`src/rtl/ring_decoder.sv`:
```
`default_nettype none
// ============================================================================
//  Module      : ring_decoder
//  Description : Receive-side monitor for a one-hot right-rotating ring bus.
//                Samples the ring word when ring_valid is high, decodes it to
//                a binary phase, checks each step against the rotation, locks
//                after LOCK_CNT consecutive good steps, flags one-hot and step
//                errors, and counts full revolutions while locked.
//  Revision    : 1.0  initial release
// ----------------------------------------------------------------------------
//  Ports
//    clk          in   1   rising-edge clock
//    reset        in   1   asynchronous reset, active low
//    ring_in      in   N   one-hot ring word
//    ring_valid   in   1   qualifies ring_in
//    phase        out  PW  phase of the last accepted one-hot sample
//    phase_valid  out  1   pulse: phase updated this cycle
//    lock         out  1   high while in LOCKED
//    onehot_err   out  1   pulse: valid sample was zero or multi-hot
//    step_err     out  1   pulse: locked, one-hot, but not the expected word
//    rev_pulse    out  1   pulse: locked good step landed on phase 0
//    rev_count    out  16  wrapping revolution counter
// ============================================================================
module ring_decoder #(
  parameter int N        = 4,
  parameter int LOCK_CNT = 3,
  localparam int PW      = (N > 1) ? $clog2(N) : 1
) (
  input  logic          clk,
  input  logic          reset,
  input  logic [N-1:0]  ring_in,
  input  logic          ring_valid,
  output logic [PW-1:0] phase,
  output logic          phase_valid,
  output logic          lock,
  output logic          onehot_err,
  output logic          step_err,
  output logic          rev_pulse,
  output logic [15:0]   rev_count
);

  typedef enum logic [1:0] {
    ST_HUNT   = 2'd0,
    ST_VERIFY = 2'd1,
    ST_LOCKED = 2'd2
  } state_t;

  localparam logic [3:0] LOCK_TGT = 4'(LOCK_CNT);

  state_t        state_q,       state_d;
  logic [N-1:0]  word_q,        word_d;
  logic [3:0]    good_cnt_q,    good_cnt_d;
  logic [PW-1:0] phase_q,       phase_d;
  logic          phase_valid_q, phase_valid_d;
  logic          lock_q,        lock_d;
  logic          onehot_err_q,  onehot_err_d;
  logic          step_err_q,    step_err_d;
  logic          rev_pulse_q,   rev_pulse_d;
  logic [15:0]   rev_count_q,   rev_count_d;

  logic          sample_onehot;
  logic [PW-1:0] sample_phase;
  logic [N-1:0]  expected_word;
  logic          good_step;
  logic [3:0]    good_cnt_inc;

  // Decode: bit 0 is phase 0, then the set bit walks downward from N-1,
  // so phase = (N - idx) mod N.
  always_comb begin
    sample_phase = '0;
    for (int i = 0; i < N; i++) begin
      if (ring_in[i]) begin
        sample_phase = PW'((N - i) % N);
      end
    end
  end

  assign sample_onehot = $onehot(ring_in);
  assign expected_word = {word_q[0], word_q[N-1:1]};
  assign good_step     = sample_onehot && (ring_in == expected_word);
  assign good_cnt_inc  = good_cnt_q + 4'd1;

  always_comb begin
    state_d       = state_q;
    word_d        = word_q;
    good_cnt_d    = good_cnt_q;
    phase_d       = phase_q;
    phase_valid_d = 1'b0;
    onehot_err_d  = 1'b0;
    step_err_d    = 1'b0;
    rev_pulse_d   = 1'b0;
    rev_count_d   = rev_count_q;

    if (ring_valid) begin
      if (!sample_onehot) begin
        // Corrupt word: drop back to hunting, keep the last good phase.
        onehot_err_d = 1'b1;
        state_d      = ST_HUNT;
        good_cnt_d   = '0;
      end else begin
        phase_d       = sample_phase;
        phase_valid_d = 1'b1;
        word_d        = ring_in;
        unique case (state_q)
          ST_HUNT: begin
            good_cnt_d = '0;
            state_d    = ST_VERIFY;
          end
          ST_VERIFY: begin
            if (good_step) begin
              good_cnt_d = good_cnt_inc;
              if (good_cnt_inc == LOCK_TGT) begin
                state_d = ST_LOCKED;
              end
            end else begin
              good_cnt_d = '0;
            end
          end
          ST_LOCKED: begin
            if (good_step) begin
              if (sample_phase == '0) begin
                rev_pulse_d = 1'b1;
                rev_count_d = rev_count_q + 16'd1;
              end
            end else begin
              step_err_d = 1'b1;
              good_cnt_d = '0;
              state_d    = ST_VERIFY;
            end
          end
          default: begin
            state_d    = ST_HUNT;
            good_cnt_d = '0;
          end
        endcase
      end
    end

    lock_d = (state_d == ST_LOCKED);
  end

  always_ff @(posedge clk or negedge reset) begin
    if (!reset) begin
      state_q       <= ST_HUNT;
      word_q        <= '0;
      good_cnt_q    <= '0;
      phase_q       <= '0;
      phase_valid_q <= 1'b0;
      lock_q        <= 1'b0;
      onehot_err_q  <= 1'b0;
      step_err_q    <= 1'b0;
      rev_pulse_q   <= 1'b0;
      rev_count_q   <= '0;
    end else begin
      state_q       <= state_d;
      word_q        <= word_d;
      good_cnt_q    <= good_cnt_d;
      phase_q       <= phase_d;
      phase_valid_q <= phase_valid_d;
      lock_q        <= lock_d;
      onehot_err_q  <= onehot_err_d;
      step_err_q    <= step_err_d;
      rev_pulse_q   <= rev_pulse_d;
      rev_count_q   <= rev_count_d;
    end
  end

  assign phase       = phase_q;
  assign phase_valid = phase_valid_q;
  assign lock        = lock_q;
  assign onehot_err  = onehot_err_q;
  assign step_err    = step_err_q;
  assign rev_pulse   = rev_pulse_q;
  assign rev_count   = rev_count_q;

endmodule
`default_nettype wire

```
`config.mk`:
```
export PLATFORM = sky130hd
export DESIGN_NAME = ring_decoder
export DESIGN_NICKNAME = d
export VERILOG_FILES = /design/src/rtl/ring_decoder.sv
export SDC_FILE = /design/constraint.sdc
export NUM_CORES = 1
export LEC_CHECK = 0
export CAP_MARGIN = 5
export CORE_AREA = 4 4 71 60
export CTS_CLUSTER_DIAMETER = 100
export DETAILED_ROUTE_END_ITERATION = 12
export DIE_AREA = 0 0 75 64
export DONT_BUFFER_PORTS = 1
export PLACE_DENSITY_LB_ADDON = 0.08
export SYNTH_ARGS = -nofsm -noshare
export SYNTH_HDL_FRONTEND = slang
export SYNTH_SLANG_ARGS = --single-unit
```
`constraint.sdc`:
```
create_clock -name clk -period 2.2 [get_ports clk]
set_input_delay 0 -clock clk [delete_from_list [all_inputs] [get_ports clk]]
set_output_delay 0 -clock clk [all_outputs]
set_load 0.05 [all_outputs]
```
# Word level (Yosys, flattened, before mapping)
# Index checks and enable logic that the tools add are counted.
# classes
muxes	26
add_sub_neg	5
n_shift	0
mul	0
eq_ne	7
reduce_logical	6
order_cmp	0
bitwise_logic	0
div_mod_pow	0
# ops
cell	n
$add 16x1->16 const B	1
$mux 2	8
$mux 1	13
$mux 4	3
$pmux 4 s2	1
$pmux 2 s3	1
$reduce_and 5->1	1
$add 1x1->2	2
$add 4x1->4 const B	1
$eq 2x2->1 const B	2
$eq 4x2->1 const B	1
$eq 4x4->1	1
$logic_not 2->1	2
$reduce_and 2->1	2
$add 2x2->3	1
$eq 3x1->1 const B	1
$ne 3x3->1 const B	1
$eq 2x1->1 const B	1
$logic_and 1x1->1	1
# word_totals
mem_bits_rw	0
latchBits	0
wordCells	54
output_inout_bits	23
mem_count	0
ff_bits	33
romBits	0

# Depth between registers and ports, before layout
# depth
depth_word	9
ltp_mapped	12
ltp_nobuf	12

# Least setup slack after synthesis
# Ideal clock, no wire load.
# synth_timing
path_type	input port to flip-flop
start	input ring_in[0]
end	register rev_count_q[1] (netlist: rev_count[1])
setup_ns	0.125
arrival_ns	2.239
n_path_buf	0
required_ns	2.075
slack_ns	-0.164
path_stages	11
path_cell_list	inv_1 > fa_1 > inv_1 > ha_1 > ha_1 > nor2_2 > nand3_2 > clkinv_2 > nand2_4 > nor3_1 > mux2_2
# synth_via
elab_chain_cells	5
word_cells_on_any_way	6
cone_classes	add/sub (2); eq/ne (2); reduce/logical (2)
# synth_lines
item	line	source
start: declaration	31	input logic [N-1:0] ring_in,
$add 1x1->2 (implied by the code)	78	assign sample_onehot = $onehot(ring_in);
$add 2x2->3 (implied by the code)	78	
$eq 3x1->1	78	
$logic_and 1x1->1	80	assign good_step = sample_onehot && (ring_in == expected_word);
$reduce_and 5->1 (no line) *	-	
end signal: assignment	164	rev_count_q <= rev_count_d;
end: declaration	59	logic [15:0] rev_count_q, rev_count_d;
# Mark *: on every way between the ends. The rest lies on a longest branch, timed or not.
# A chain may end at the register's enable or synchronous reset.

# Final worst setup path
# layout_timing
start	input ring_in[3]
end	register phase_q[1] (netlist: phase[1])
# layout_via
elab_chain_cells	4
word_cells_on_any_way	5
cone_classes	add/sub (2); eq/ne (1); mux (1); reduce/logical (1)
# layout_lines
item	line	source
$add 1x1->2 (implied by the code)	78	
$add 2x2->3 (implied by the code)	78	
$eq 3x1->1	78	
$reduce_and 2->1 (no line)	-	
end signal: assignment	158	phase_q <= phase_d;
end: declaration	53	logic [PW-1:0] phase_q, phase_d;
# Parallel ways exist; a longest one is shown, timed or not.

==> summary.txt <==
Run status
  – Status: complete, no violations

Worst setup path
  – RR Startpoint: word_q[1]
  – CP Capture Type: flip-flop
  – CP Data Arrival Time: 2.22 ns
  – Crit start category: primary input
  – Worst Reg2Reg Path Length in Cells: 5
  – R2r setup slk: 0.35 ns
  – R2r endpoint: rev_count[14]
  – Kind of critical path: in -> reg
  – Crit path to: phase[1]
  – CP Max Fanout: 11
  – CP required: around 2.4 ns
  – Setup crit start: ring_in[3]

Finish
  – Share of cells above drive strength 1: 24.7%
  – Area of the multi-input gates: 787 sq um
  – Finished Layout Cells: 230
  – Reg area: 826 sq um
  – Design Area, Final: 2030 sq um
  – Layout Nets: 198
  – Number of fill cells in the layout: roughly 320
  – Ant. Diodes: 0
  – Area growth from synthesis to layout: 25.6%

GRT
  – All-Layer GR Usage: about 16%
  – Initial antenna violation count: 0
  – Total grt overflow: 0
  – First-pass GRT wire length: 6000 um
  – Vias in the first global route: 1274
  – Largest net degree at the start of global routing: 34

CTS
  – CTS buffer count: 5
  – Clock latency on the worst-skew pair: 0.28 ns
  – Clock root buffer: clkbuf_8
  – Maximum level of the CTS H-tree: 2
  – Clock Sinks: 33
  – Setup repair bufs after CTS: 0
  – Clock tree buffer depth: 2
  – Hold-fix buffers, CTS: 7
  – CTS tree: done
  – CTS clk-pin slew, worst paths: 0.07 ns
  – Cells resized by post-CTS repair: 0

STA
  – Endpoints failing setup: 0
  – Worst Skew: 0.00613 ns
  – Peak Freq: 499 MHz
  – Final min period: around 2.0 ns
  – RSZ-0062 raised after global routing: no
  – Fin crit share: between 90 and 100%
  – Setup_tns: 0 ns
  – Fin. Hold Viols: 0
  – Fin. max-slew vios: 0
  – Worst slew pin tran: 0.585 ns
  – Relative slew slack: 61.0%

Die
  – Starting Density: 44.7%
  – # rows: 20
  – Die Wd: 75 um
  – Die ar.: 4800 sq um
  – Die Y-Extent: 64 um
  – Core area: 3630 sq um
  – Num ports: 30

Synthesis
  – Synth Instances: 154
  – Yosys cell types: 35
  – Cell taking the most area after synthesis: dfrtp_1
  – Most frequent cell after synthesis: dfrtp_1
  – Register area share after synthesis: 51.0%
  – Syn Area/Cell: about 11 sq um
  – Top_reg_cell synth: dfrtp_1
  – Mapped Nets: 167
  – Syn. warnings: 0
  – Yosys top cell area share: 51.0%
  – Most frequent cells after synthesis: 33 x dfrtp_1, 16 x nand2_1, 15 x xnor2_1, 11 x inv_1, 10 x nor2_1
  – Post-synth EDFFs: 0
  – Async SR Flop Fraction: 100%
  – Synthesis-stage register bit count: 33
  – Synth top area cells: dfrtp_1 51%, xnor2_1 8.1%, ha_1 3.9%
  – Cell area after synthesis: 1620 sq um

Drt
  – Antenna Nets Post-Route: 0
  – Vias per cell: 5.17
  – Drt drc: 0
  – 1st-iter DRT viols: 29
  – Via count: 1188
  – Wire per inst: roughly 15 um
  – Total wire length: 3390 um
  – TritonRoute pass-1 iters: 4

Pwr
  – Leak Pwr: slightly below 1 nW
  – Final Total Pwr: 1.54 mW
  – Power density cells: 759 nW/um^2
  – Worst VDD drop: 0.311 mV

Placement
  – Port buffer count: 0
  – Final HPWL DP: 2520 um
  – Routability cong.: 0.862
  – Instance area at placement: 1850 sq um
  – Inst Count DP: 215

Hold path
  – Worst Hold Class: in -> reg

Run
  – Max-Cap Viols: 0
layout by cell type (no fill, tap or decap), types with 2 or more instances in the layout:
cell | netlist | routed
buf_4 | 0 | 18
xnor2_1 | 15 | 15
o21ai_0 | 8 | 8
nand4_1 | 7 | 7
nor3_1 | 6 | 5
a21o_1 | 3 | 3
and3_1 | 3 | 3
ha_1 | 5 | 3
dlygate4sd3_1 | 0 | 6
a22oi_1 | 2 | 2
clkbuf_8 | 0 | 7
inv_1 | 11 | 10
nand3_1 | 7 | 7
dfrtp_1 | 33 | 33
nand2_1 | 16 | 16
nor2_1 | 10 | 6
nor2_2 | 1 | 4
xor2_1 | 6 | 6
mux2_2 | 2 | 2
critical path: stages:
cell and delay (ns):
inv_2 0.02, fa_1 0.53, inv_1 0.05, ha_2 0.18, ha_4 0.24, nor2_4 0.10
nand3_2 0.12, buf_4 0.19, o31ai_1 0.22, dlygate4sd3_1 0.57
sequential cells by signal, indices dropped and copies added (netlist names):
| name | flops |
|---|---|
| rev_pulse | 1 |
| lock | 1 |
| good_cnt_q | 4 |
| onehot_err | 1 |
| word_q | 4 |
| phase_valid | 1 |
| rev_count | 16 |
| step_err | 1 |
| state_q | 2 |
| phase | 2 |
how the worst min path moves through the flow:
stage | start | endpoint | slack [ns] | cells after the start
CTS | ring_in[2] | onehot_err | 0.005 | 2
global placement | reset | phase_valid | -0.29 | 0
detailed placement | reset | phase_valid | -0.29 | 0
finish | ring_in[2] | onehot_err | 0.009 | 2
floorplan | reset | good_cnt_q[0] | -0.30 | 0
global route | ring_in[2] | onehot_err | 0.02 | 2
per-layer routing:
layer  track usage (%)  up-vias  wire [um]
li1                  -      590          -
met1              22.9      570       1640
met2              24.1       23       1530
met3              4.87        5        178
met4              5.56        0         43
met5                 0        -          0
power by group:
group | internal (mW) | leakage (nW) | total [mW] | switching [mW]
Sequential | 0.666 | 0.437 | 0.788 | 0.122
Combinational | 0.119 | 0.502 | 0.259 | 0.141
Clock | 0.283 | 0.0542 | 0.498 | 0.215
Total | 1.07 | 0.993 | 1.54 | 0.477
per-stage QoR:
stage	hold WS [ns]	util [%]	setup WS, ns
2_1_floorplan	-0.296	-	0.0129
3_3_place_gp	-0.295	51.1	-0.00200
3_5_place_dp	-0.295	51.1	-0.0428
4_1_cts	0.00458	56.1	0.195
5_1_grt	0.0182	56.1	0.0791
6_report	0.00887	56.1	0.196
cell families after synthesis:
kind of cell,after synthesis,synth area share (%)
fa+ha+maj,6,5.10
xor+xnor,21,11.4
compound gates,20,8.19
flops,33,51.0
buf+inv,13,3.17
mux,2,1.39
simple gates,59,19.8
area by class of cell:
| cell class | count | share of cell area [%] |
|---|---|---|
| Multi-Input combinational cell | 108 | 38.7 |
| Clock buffer | 7 | 4.74 |
| Sequential cell | 33 | 40.6 |
| Timing Repair Buffer | 25 | 10.6 |
| Inverter | 12 | 2.46 |
| Tap cell | 44 | 2.71 |
| Clock inverter | 1 | 0.246 |
No activity file was read; power rests on OpenSTA's default activity.
